`src/rtl/rom_playback_pkg.sv`:
```
// Shared types and constants for the ROM playback sequencer.
package rom_playback_pkg;

  typedef enum logic [1:0] {
    IDLE,
    RUN,
    DRAIN
  } state_t;

  localparam int PLAYBACK_FIFO_DEPTH = 4;
  localparam int OCC_BITS            = 3;
  localparam int PTR_BITS            = 2;

endpackage

```
`src/rtl/rom_playback_seq_if.sv`:
```
// ROM address/data bus plus the valid/ready output stream of the playback sequencer.
// master: the sequencer side; slave: the ROM + downstream consumer side.
interface rom_playback_seq_if #(
  parameter int addr_bits = 8,
  parameter int data_bits = 16
);
  logic [addr_bits-1:0] rom_addr;
  logic                 rom_ce;
  logic [data_bits-1:0] rom_data;
  logic [data_bits-1:0] out_data;
  logic                 out_valid;
  logic                 out_ready;

  modport master (
    output rom_addr, rom_ce, out_data, out_valid,
    input  rom_data, out_ready
  );

  modport slave (
    input  rom_addr, rom_ce, out_data, out_valid,
    output rom_data, out_ready
  );
endinterface

```
`src/rtl/playback_fifo.sv`:
```
// Four-entry synchronous FIFO holding ROM words until the consumer accepts them.
// The head word is presented on rd_data whenever the FIFO is not empty.
module playback_fifo
  import rom_playback_pkg::*;
#(
  parameter int data_bits = 16
) (
  input  logic                 clk,
  input  logic                 rst,
  input  logic                 wr_en,
  input  logic [data_bits-1:0] wr_data,
  input  logic                 rd_en,
  output logic [data_bits-1:0] rd_data,
  output logic [OCC_BITS-1:0]  occ,
  output logic                 empty
);

  logic [data_bits-1:0] mem [PLAYBACK_FIFO_DEPTH];
  logic [PTR_BITS-1:0]  wr_ptr;
  logic [PTR_BITS-1:0]  rd_ptr;
  logic                 do_rd;

  assign empty   = (occ == '0);
  assign do_rd   = rd_en && !empty;
  assign rd_data = mem[rd_ptr];

  // Storage, pointers and occupancy; writer never targets a full FIFO thanks to upstream credit.
  always_ff @(posedge clk) begin
    if (rst) begin
      wr_ptr <= '0;
      rd_ptr <= '0;
      occ    <= '0;
      for (int i = 0; i < PLAYBACK_FIFO_DEPTH; i++) mem[i] <= '0;
    end else begin
      if (wr_en) begin
        mem[wr_ptr] <= wr_data;
        wr_ptr      <= wr_ptr + PTR_BITS'(1);
      end
      if (do_rd) rd_ptr <= rd_ptr + PTR_BITS'(1);
      occ <= occ + OCC_BITS'(wr_en) - OCC_BITS'(do_rd);
    end
  end

endmodule

```
`src/rtl/rom_playback_seq.sv`:
```
// ROM playback sequencer: walks addresses 0..last_addr into a 1-cycle-latency
// ROM and streams the returned words out with valid/ready backpressure.
// Optional feature macro: ROM_PLAYBACK_LOOP_EN (adds the loop port and
// continuous playback wrapping at last_addr until stop).
module rom_playback_seq
  import rom_playback_pkg::*;
#(
  parameter int addr_bits = 8,
  parameter int data_bits = 16,
  parameter int last_addr = 2**addr_bits-1
) (
  input  logic clk,
  input  logic rst,
  input  logic start,
  input  logic stop,
`ifdef ROM_PLAYBACK_LOOP_EN
  input  logic loop,
`endif
  output logic busy,
  output logic done,
  rom_playback_seq_if.master bus
);

  state_t               state;
  logic [addr_bits-1:0] addr_q;
  logic                 pend;
  logic                 loop_q;
  logic [OCC_BITS-1:0]  occ;
  logic [OCC_BITS-1:0]  inflight;
  logic                 empty;
  logic                 pop;
  logic                 at_last;
  logic                 fifo_drained;
  logic [data_bits-1:0] fifo_head;

  // A pop in the current cycle is deliberately not credited; depth 4 still sustains one word per cycle.
  assign inflight     = occ + OCC_BITS'(pend);
  assign bus.rom_ce   = (state == RUN) && (inflight < OCC_BITS'(PLAYBACK_FIFO_DEPTH));
  assign bus.rom_addr = addr_q;
  assign at_last      = (addr_q == addr_bits'(last_addr));
  assign pop          = !empty && bus.out_ready;
  // Leave DRAIN on the edge that empties the FIFO so done lands in the first truly idle cycle.
  assign fifo_drained = !pend && (empty || ((occ == OCC_BITS'(1)) && pop));
  assign busy         = (state == RUN) || (state == DRAIN);

`ifndef ROM_PLAYBACK_LOOP_EN
  assign loop_q = 1'b0;
`endif

  // Playback FSM: address generation, in-flight tracking and done pulse.
  always_ff @(posedge clk) begin
    if (rst) begin
      state  <= IDLE;
      addr_q <= '0;
      pend   <= 1'b0;
      done   <= 1'b0;
`ifdef ROM_PLAYBACK_LOOP_EN
      loop_q <= 1'b0;
`endif
    end else begin
      pend <= bus.rom_ce;
      done <= 1'b0;
      case (state)
        IDLE: begin
          if (start && !stop) begin
            state  <= RUN;
            addr_q <= '0;
`ifdef ROM_PLAYBACK_LOOP_EN
            loop_q <= loop;
`endif
          end
        end
        RUN: begin
          if (bus.rom_ce) begin
            if (at_last) begin
              if (loop_q) addr_q <= '0;
              else        state  <= DRAIN;
            end else begin
              addr_q <= addr_q + addr_bits'(1);
            end
          end
          if (stop) state <= DRAIN;
        end
        DRAIN: begin
          if (fifo_drained) begin
            state <= IDLE;
            done  <= 1'b1;
          end
        end
        default: state <= IDLE;
      endcase
    end
  end

  playback_fifo #(.data_bits(data_bits)) u_fifo (
    .clk     (clk),
    .rst     (rst),
    .wr_en   (pend),
    .wr_data (bus.rom_data),
    .rd_en   (pop),
    .rd_data (fifo_head),
    .occ     (occ),
    .empty   (empty)
  );

  assign bus.out_data  = fifo_head;
  assign bus.out_valid = !empty;

endmodule
```
`src/flat_wrapper.sv`:
```
// flat-port wrapper written by rule: the top's interface ports become plain ports
module rom_playback_seq_flat import rom_playback_pkg::*;
#(
  parameter int addr_bits = 8,
  parameter int data_bits = 16,
  parameter int last_addr = 2**addr_bits-1
)
  (clk, rst, start, stop, busy, done, bus_rom_addr, bus_rom_ce, bus_out_data, bus_out_valid, bus_rom_data, bus_out_ready);
  rom_playback_seq_if #(.addr_bits(addr_bits), .data_bits(data_bits)) bus_i ();
  input  logic clk;
  input  logic rst;
  input  logic start;
  input  logic stop;
  output logic busy;
  output logic done;
  output wire logic [$bits(bus_i.rom_addr)-1:0] bus_rom_addr;
  output wire logic [$bits(bus_i.rom_ce)-1:0] bus_rom_ce;
  output wire logic [$bits(bus_i.out_data)-1:0] bus_out_data;
  output wire logic [$bits(bus_i.out_valid)-1:0] bus_out_valid;
  input wire logic [$bits(bus_i.rom_data)-1:0] bus_rom_data;
  input wire logic [$bits(bus_i.out_ready)-1:0] bus_out_ready;
  assign bus_rom_addr = bus_i.rom_addr;
  assign bus_rom_ce = bus_i.rom_ce;
  assign bus_out_data = bus_i.out_data;
  assign bus_out_valid = bus_i.out_valid;
  assign bus_i.rom_data = bus_rom_data;
  assign bus_i.out_ready = bus_out_ready;
  rom_playback_seq #(.addr_bits(addr_bits), .data_bits(data_bits), .last_addr(last_addr)) u_core (.clk(clk), .rst(rst), .start(start), .stop(stop), .busy(busy), .done(done), .bus(bus_i));
endmodule
```
`config.mk`:
```
export PLATFORM = sky130hd
export DESIGN_NAME = rom_playback_seq_flat
export DESIGN_NICKNAME = d
export VERILOG_FILES = /design/src/rtl/rom_playback_pkg.sv /design/src/rtl/rom_playback_seq_if.sv /design/src/rtl/playback_fifo.sv /design/src/rtl/rom_playback_seq.sv /design/src/flat_wrapper.sv
export SDC_FILE = /design/constraint.sdc
export NUM_CORES = 1
export LEC_CHECK = 0
export CAP_MARGIN = 20
export CORE_UTILIZATION = 40
export DETAILED_ROUTE_END_ITERATION = 8
export PLACE_DENSITY = 0.66
export SLEW_MARGIN = 25
export SYNTH_ARGS = -nofsm -noshare
export SYNTH_HDL_FRONTEND = slang
export SYNTH_SLANG_ARGS = --single-unit
```
`constraint.sdc`:
```
create_clock -name clk -period 2.65 [get_ports clk]
set_input_delay 0.6625 -clock clk [delete_from_list [all_inputs] [get_ports clk]]
set_output_delay 0.6625 -clock clk [all_outputs]
set_load 0.01 [all_outputs]
```
==> results.toml, run 1 <==
[status]
outcome = "finished clean"

[placement]
dp_hpwl_mm = 4.93
placed_area_sq_um = 4550
dp_worst_setup_slack_ns = 0.154
dpl.cell_count = 481
io_buffer_count = 48
routabilityCongestion = 0.847

[drt]
drcViolationCount = 0
wl_per_cell_um = 15.4
wl_mm = 7.69
drt_iter0_drc = 55
antenna_left = 0
vias = 2490
firstDrtPassIters = 4
routed_via_density = 4.98

[critical_path]
critPathLaunchType = "flop"
crit_arrival_ns = 1.90
slowest_stage = "mux4_2"
path_cells = "buf_12 > mux4_2 > clkdlybuf4s50_1"
required_ns = 1.99
crit_fanout = 8
worstSetupPathType = "reg -> out"
slowest_delay_ns = 0.52
endpoint_kind = "output pin"

[logic_synthesis]
async_flop_share_pct = 0
yosysUniqueCellTypes = 48
synth_edf_count = 64
synth_area_sq_um = 3870
synth.avg_cell_area_sq_um = 12.7
synth_cells = 305
ys_seq_elements = 85
syn-num-nets = 335
synth.area.top_cells = "edfxtp_1 50%, dfxtp_1 11%, mux4_2 9.3%"
synth-seq-area-share_pct = 60.6
yosys.area.top_type = "edfxtp_1"
synth-main-ff-cell = "edfxtp_1"
synth_top_area_share_pct = 49.7
yosysWarnings = 0

[clocking]
cts_sinks = 85
cts_tree = "done"
clk_latency_ns = 0.35
cts.reportedPaths.clkPinSlew_ns = 0.09
cts_buffer_depth = 2
root_buffer = "clkbuf_8"
cts_buffers = 9
htreeDepth = 3

[power]
p_switching_mw = 1.11
p_leak_nw = 1.81
switching_share_pct = 29.6
p_int_mw = 2.63
finalPower_mw = 3.74
ir_worst_vdd_v = 0.000419
power_frac_seq_pct = 44.2
clockPowerShare_pct = 24.5
power_density_nw_per_um2 = 780
p_comb_share_pct = 31.3

[sta]
fin_ws_ns = 0.0856
relSlewSlack_pct = 48.3
rsz0062_at_grt = "no"
min_period_ns = 2.56
hold_violations = 0
drv_slew = 0
tightest_slew_ns = 0.775
finalSetupTns_ns = 0
setup_viol = 0
hold_ws_ns = 0.519
period_share_pct = 96.8
fin_skew_ns = 0.0122
fmax_ghz = 0.390

[hold_path]
hp-class = "reg -> reg"

[flow_run]
maxCapViolations = 0

[layout]
finalNonFillerCells = 500
area_delta_synth_final_pct = 23.9
layout_commonest_cell = "edfxtp_1"
design_area_sq_um = 4790
fillers = 821
mostFrequentLayoutCells = "64 x edfxtp_1, 46 x clkdlybuf4s50_1, 45 x nor2_1"
final_util_pct = 51.6
drive_gt1_share_pct = 16.2
regArea_sq_um = 2340
antenna_cells = 0
final_nets = 396
multiInputGateArea_sq_um = 1360

[global_routing]
grt_use_total_pct = 16.2
grt_first_pass_wirelength_mm = 12.2
grt_max_degree = 19
grt_pass1_vias = 2582
antenna_found_initial = 0
grt.overflow.total = 0

[die]
die_h_um = 100
ios = 49
die_w_um = 100
initial_utilization_pct = 41.6
num_rows = 35
coreArea_sq_um = 9280
die_area_sq_um = 10100
## power groups by stage
stage / Sequential (mW) / Clock (mW) / Combinational, mW
after floorplan: 1.66 / 0 / 0.688
after global placement: 1.67 / 0 / 1.14
after detailed placement: 1.67 / 0 / 1.14
after CTS: 1.64 / 0.942 / 1.16
after global routing: 1.67 / 0.989 / 1.28
final: 1.65 / 0.914 / 1.17
## critical path: cells and delay by family, from the launching register on
family	cells	cell delay, ns
buffers and inverters	2	0.66
DFF	1	0.39
muxes	1	0.52
## flip-flops by register name, indices dropped and copies added, names as in the netlist, named ones only
register              count
u_core.state              2
u_core.pend               1
u_core.u_fifo.occ         3
u_core.u_fifo.rd_ptr      2
u_core.bus.rom_addr       8
u_core.done               1
u_core.u_fifo.mem        64
u_core.u_fifo.wr_ptr      2
## logic make-up (layout without fill, tap and decap cells)
| logic type | after synthesis | after routing | share of synthesized area [%] |
|---|---|---|---|
| muxes | 20 | 20 | 10.4 |
| and+or+nand+nor | 116 | 116 | 14.8 |
| buffers and inverters | 41 | 107 | 4.37 |
| AOI/OAI and AO/OA | 27 | 27 | 5.21 |
| DFF | 85 | 85 | 60.6 |
| adders and majority gates | 9 | 9 | 2.91 |
| xor gates and xnor gates | 7 | 7 | 1.78 |
## synthesized netlist by cell type, types with 2 or more instances
cell,number
edfxtp_1,64
nor2_1,45
inv_1,27
nand2_1,26
dfxtp_1,21
and2_1,16
mux4_2,16
clkbuf_1,9
ha_1,9
a21oi_1,5
nand3_1,5
buf_2,4
mux2i_1,4
nand2b_1,4
or2b_2,4
o31ai_1,3
xnor2_1,3
xor2_1,3
a311oi_1,2
a31oi_1,2
a41oi_1,2
nand4_1,2
nor3_1,2
o21bai_1,2
or4_1,2
## layout make-up
| type | instances | area share (%) |
|---|---|---|
| tap | 129 | 3.37 |
| clock buffer | 9 | 2.59 |
| multi-input combinational | 179 | 28.3 |
| timing repair buffer | 64 | 13.2 |
| sequential | 85 | 48.9 |
| inverter | 27 | 2.12 |
| clock inverter | 7 | 1.52 |
## repair_timing
item | 4_1_cts | 5_1_grt
gates resized for setup | 1 | 2
buffers inserted | 1 | 1
pin swaps | 1 | 0
hold buffers | 0 | 0
cloned | 0 | 1
hold endpoints to repair | 0 | 0
setup endpoints to repair | 1 | 4
## layer usage
metal	wire [um]	vias to the layer above	track usage [%]
met4	93	0	6.47
met3	405	8	3.20
met2	3930	68	28.9
met5	0	-	0
li1	-	1211	-
met1	3260	1203	19.1
## final timing paths
path / from / end / slack (ns) / depth (start not counted)
max reg2reg: u_core.u_fifo.occ[0] / u_core.state[0] / 0.66 / 7
min: u_core.bus.rom_addr[1] / u_core.bus.rom_addr[1] / 0.52 / 2
min reg2reg: u_core.bus.rom_addr[1] / u_core.bus.rom_addr[1] / 0.52 / 2
max: flop / bus_out_data[7] / 0.09 / 3
(Power assumes the default switching activity.)
==> inputs of run 2 (changes only) <==
Settings changed: GPL_ROUTABILITY_DRIVEN set to 0.
==> run 2 against run 1 <==
Clock power about the same. Core utilization decreased by 0.28 points. Clock skew decreased by 0.0020 ns. Non-clock buffer count decreased by 3. Register-to-register slack about the same. Clock-buffer cell count unchanged. Highest routed layer unchanged. Flip-flop and latch count unchanged. Critical path depth unchanged.
==> results.toml, run 2 (synthesis gave the netlist of run 1 again) <==
[critical_path]
crit_fanout = 8
slowest_stage = "mux4_2"
worstSetupPathType = "reg -> out"
worst-r2r-cell-count = 7
endpoint_kind = "output pin"
worst-path-stages = 3
slowest_delay_ns = 0.50
path_buf_inv = 2
critPathLaunchType = "flop"
path_cells = "clkbuf_16 > mux4_2 > clkdlybuf4s50_1"
crit_arrival_ns = 1.92
cp_top_family = "buffers and inverters"
required_ns = 1.99

[layout]
antenna_cells = 0
final_nets = 393
layout_commonest_cell = "edfxtp_1"
area_delta_synth_final_pct = 23.2
mostFrequentLayoutCells = "64 x edfxtp_1, 47 x clkdlybuf4s50_1, 45 x nor2_1"
drive_gt1_share_pct = 15.5
largest_reg_flops = 64
regMostFlops = "u_core.u_fifo.mem"
final_util_pct = 51.3

[flow_run]
maxCapViolations = 0

[drt]
firstDrtPassIters = 4
drt_iter0_drc = 85
route.met2.wl_mm = 4.03
m1WireLength_mm = 3.17
drcViolationCount = 0
wl_per_cell_um = 15.5
top_layer = "met4"
vias = 2496
antenna_left = 0
met3_length_um = 396
routed_via_density = 5.03
wl_mm = 7.67

[clocking]
clk_latency_ns = 0.35
cts_tree = "done"
htreeDepth = 3
cts_buffer_depth = 2
cts_hold_buffers = 0
cts.reportedPaths.clkPinSlew_ns = 0.08
root_buffer = "clkbuf_8"
cts_sinks = 85
cts_buffers = 9

[placement]
io_buffer_count = 48
dp_worst_setup_slack_ns = 0.198
dp_hpwl_mm = 4.96

[die]
die_area_sq_um = 10100
die_h_um = 100
coreArea_sq_um = 9280
ios = 49
die_w_um = 100
initial_utilization_pct = 41.6
num_rows = 35

[power]
power_density_nw_per_um2 = 779
ir_worst_vdd_v = 0.000388
p_leak_nw = 1.78

[sta]
period_share_pct = 97.3
fmax_ghz = 0.388
relSlewSlack_pct = 51.5
hold_violations = 0
rsz0062_at_grt = "no"
drv_slew = 0
tightest_slew_ns = 0.728
setup_viol = 0
fin_skew_ns = 0.0102
fin_ws_ns = 0.0717
min_period_ns = 2.58
finalSetupTns_ns = 0

[global_routing]
grt_use_total_pct = 16.2
grt_max_degree = 22
antenna_found_initial = 0
grt.overflow.total = 0
grt_first_pass_wirelength_mm = 12.1
grt_pass1_vias = 2442

[hold_path]
hold_path_depth = 2
hp-class = "reg -> reg"

[status]
outcome = "finished clean"
[run 2: tightest hold or removal path, delay by kind of cell, from the launching register on]
kind	cells	cell delay (ns)
AO/OA/AOI/OAI	2	0.13
flip-flops	1	0.34
[run 2: stage by stage]
stage / instances / hold WS [ns] / total power, mW / cell area (sq um)
after floorplan: 305 / 0.485 / 2.34 / 3870
after global placement: 479 / 0.501 / 2.79 / 4540
after detailed placement: 479 / 0.496 / 2.80 / 4540
after CTS: 495 / 0.508 / 3.71 / 4740
after global routing: 496 / 0.522 / 3.90 / 4760
final: 496 / 0.502 / 3.71 / 4760
[run 2: final timing paths]
path | start | end | slack (ns)
hold reg to reg | u_core.bus.rom_addr[1] | u_core.bus.rom_addr[1] | 0.50
hold / removal | u_core.bus.rom_addr[1] | u_core.bus.rom_addr[1] | 0.50
setup / recovery | flop | bus_out_data[9] | 0.07
setup reg to reg | u_core.u_fifo.occ[0] | u_core.state[0] | 0.65
[run 2: metal layers]
| metal | vias up | global-route usage, % |
|---|---|---|
| met4 | 0 | 4.35 |
| met2 | 75 | 29.9 |
| met3 | 11 | 4.94 |
| li1 | 1204 | - |
| met5 | - | 0 |
| met1 | 1206 | 18.1 |
[run 2: power breakdown]
part / internal (mW) / switching, mW
sequential: 1.57 / 0.0809
combinational: 0.606 / 0.541
clock: 0.439 / 0.473
total: 2.61 / 1.10
[run 2: final cells by class]
type | count | area [sq um]
sequential | 85 | 2340
clock buffer | 9 | 124
fill | 842 | 4520
timing repair buffer | 61 | 607
inverter | 27 | 101
clock inverter | 6 | 71.3
tap | 129 | 161
multi-input combinational | 179 | 1360
[run 2: timing repair]
action	in CTS	in global routing
buffers inserted	1	0
resized for setup	1	1
pin swaps	1	0
hold endpoints to repair	0	0
setup endpoints to repair	1	7
cloned	0	1
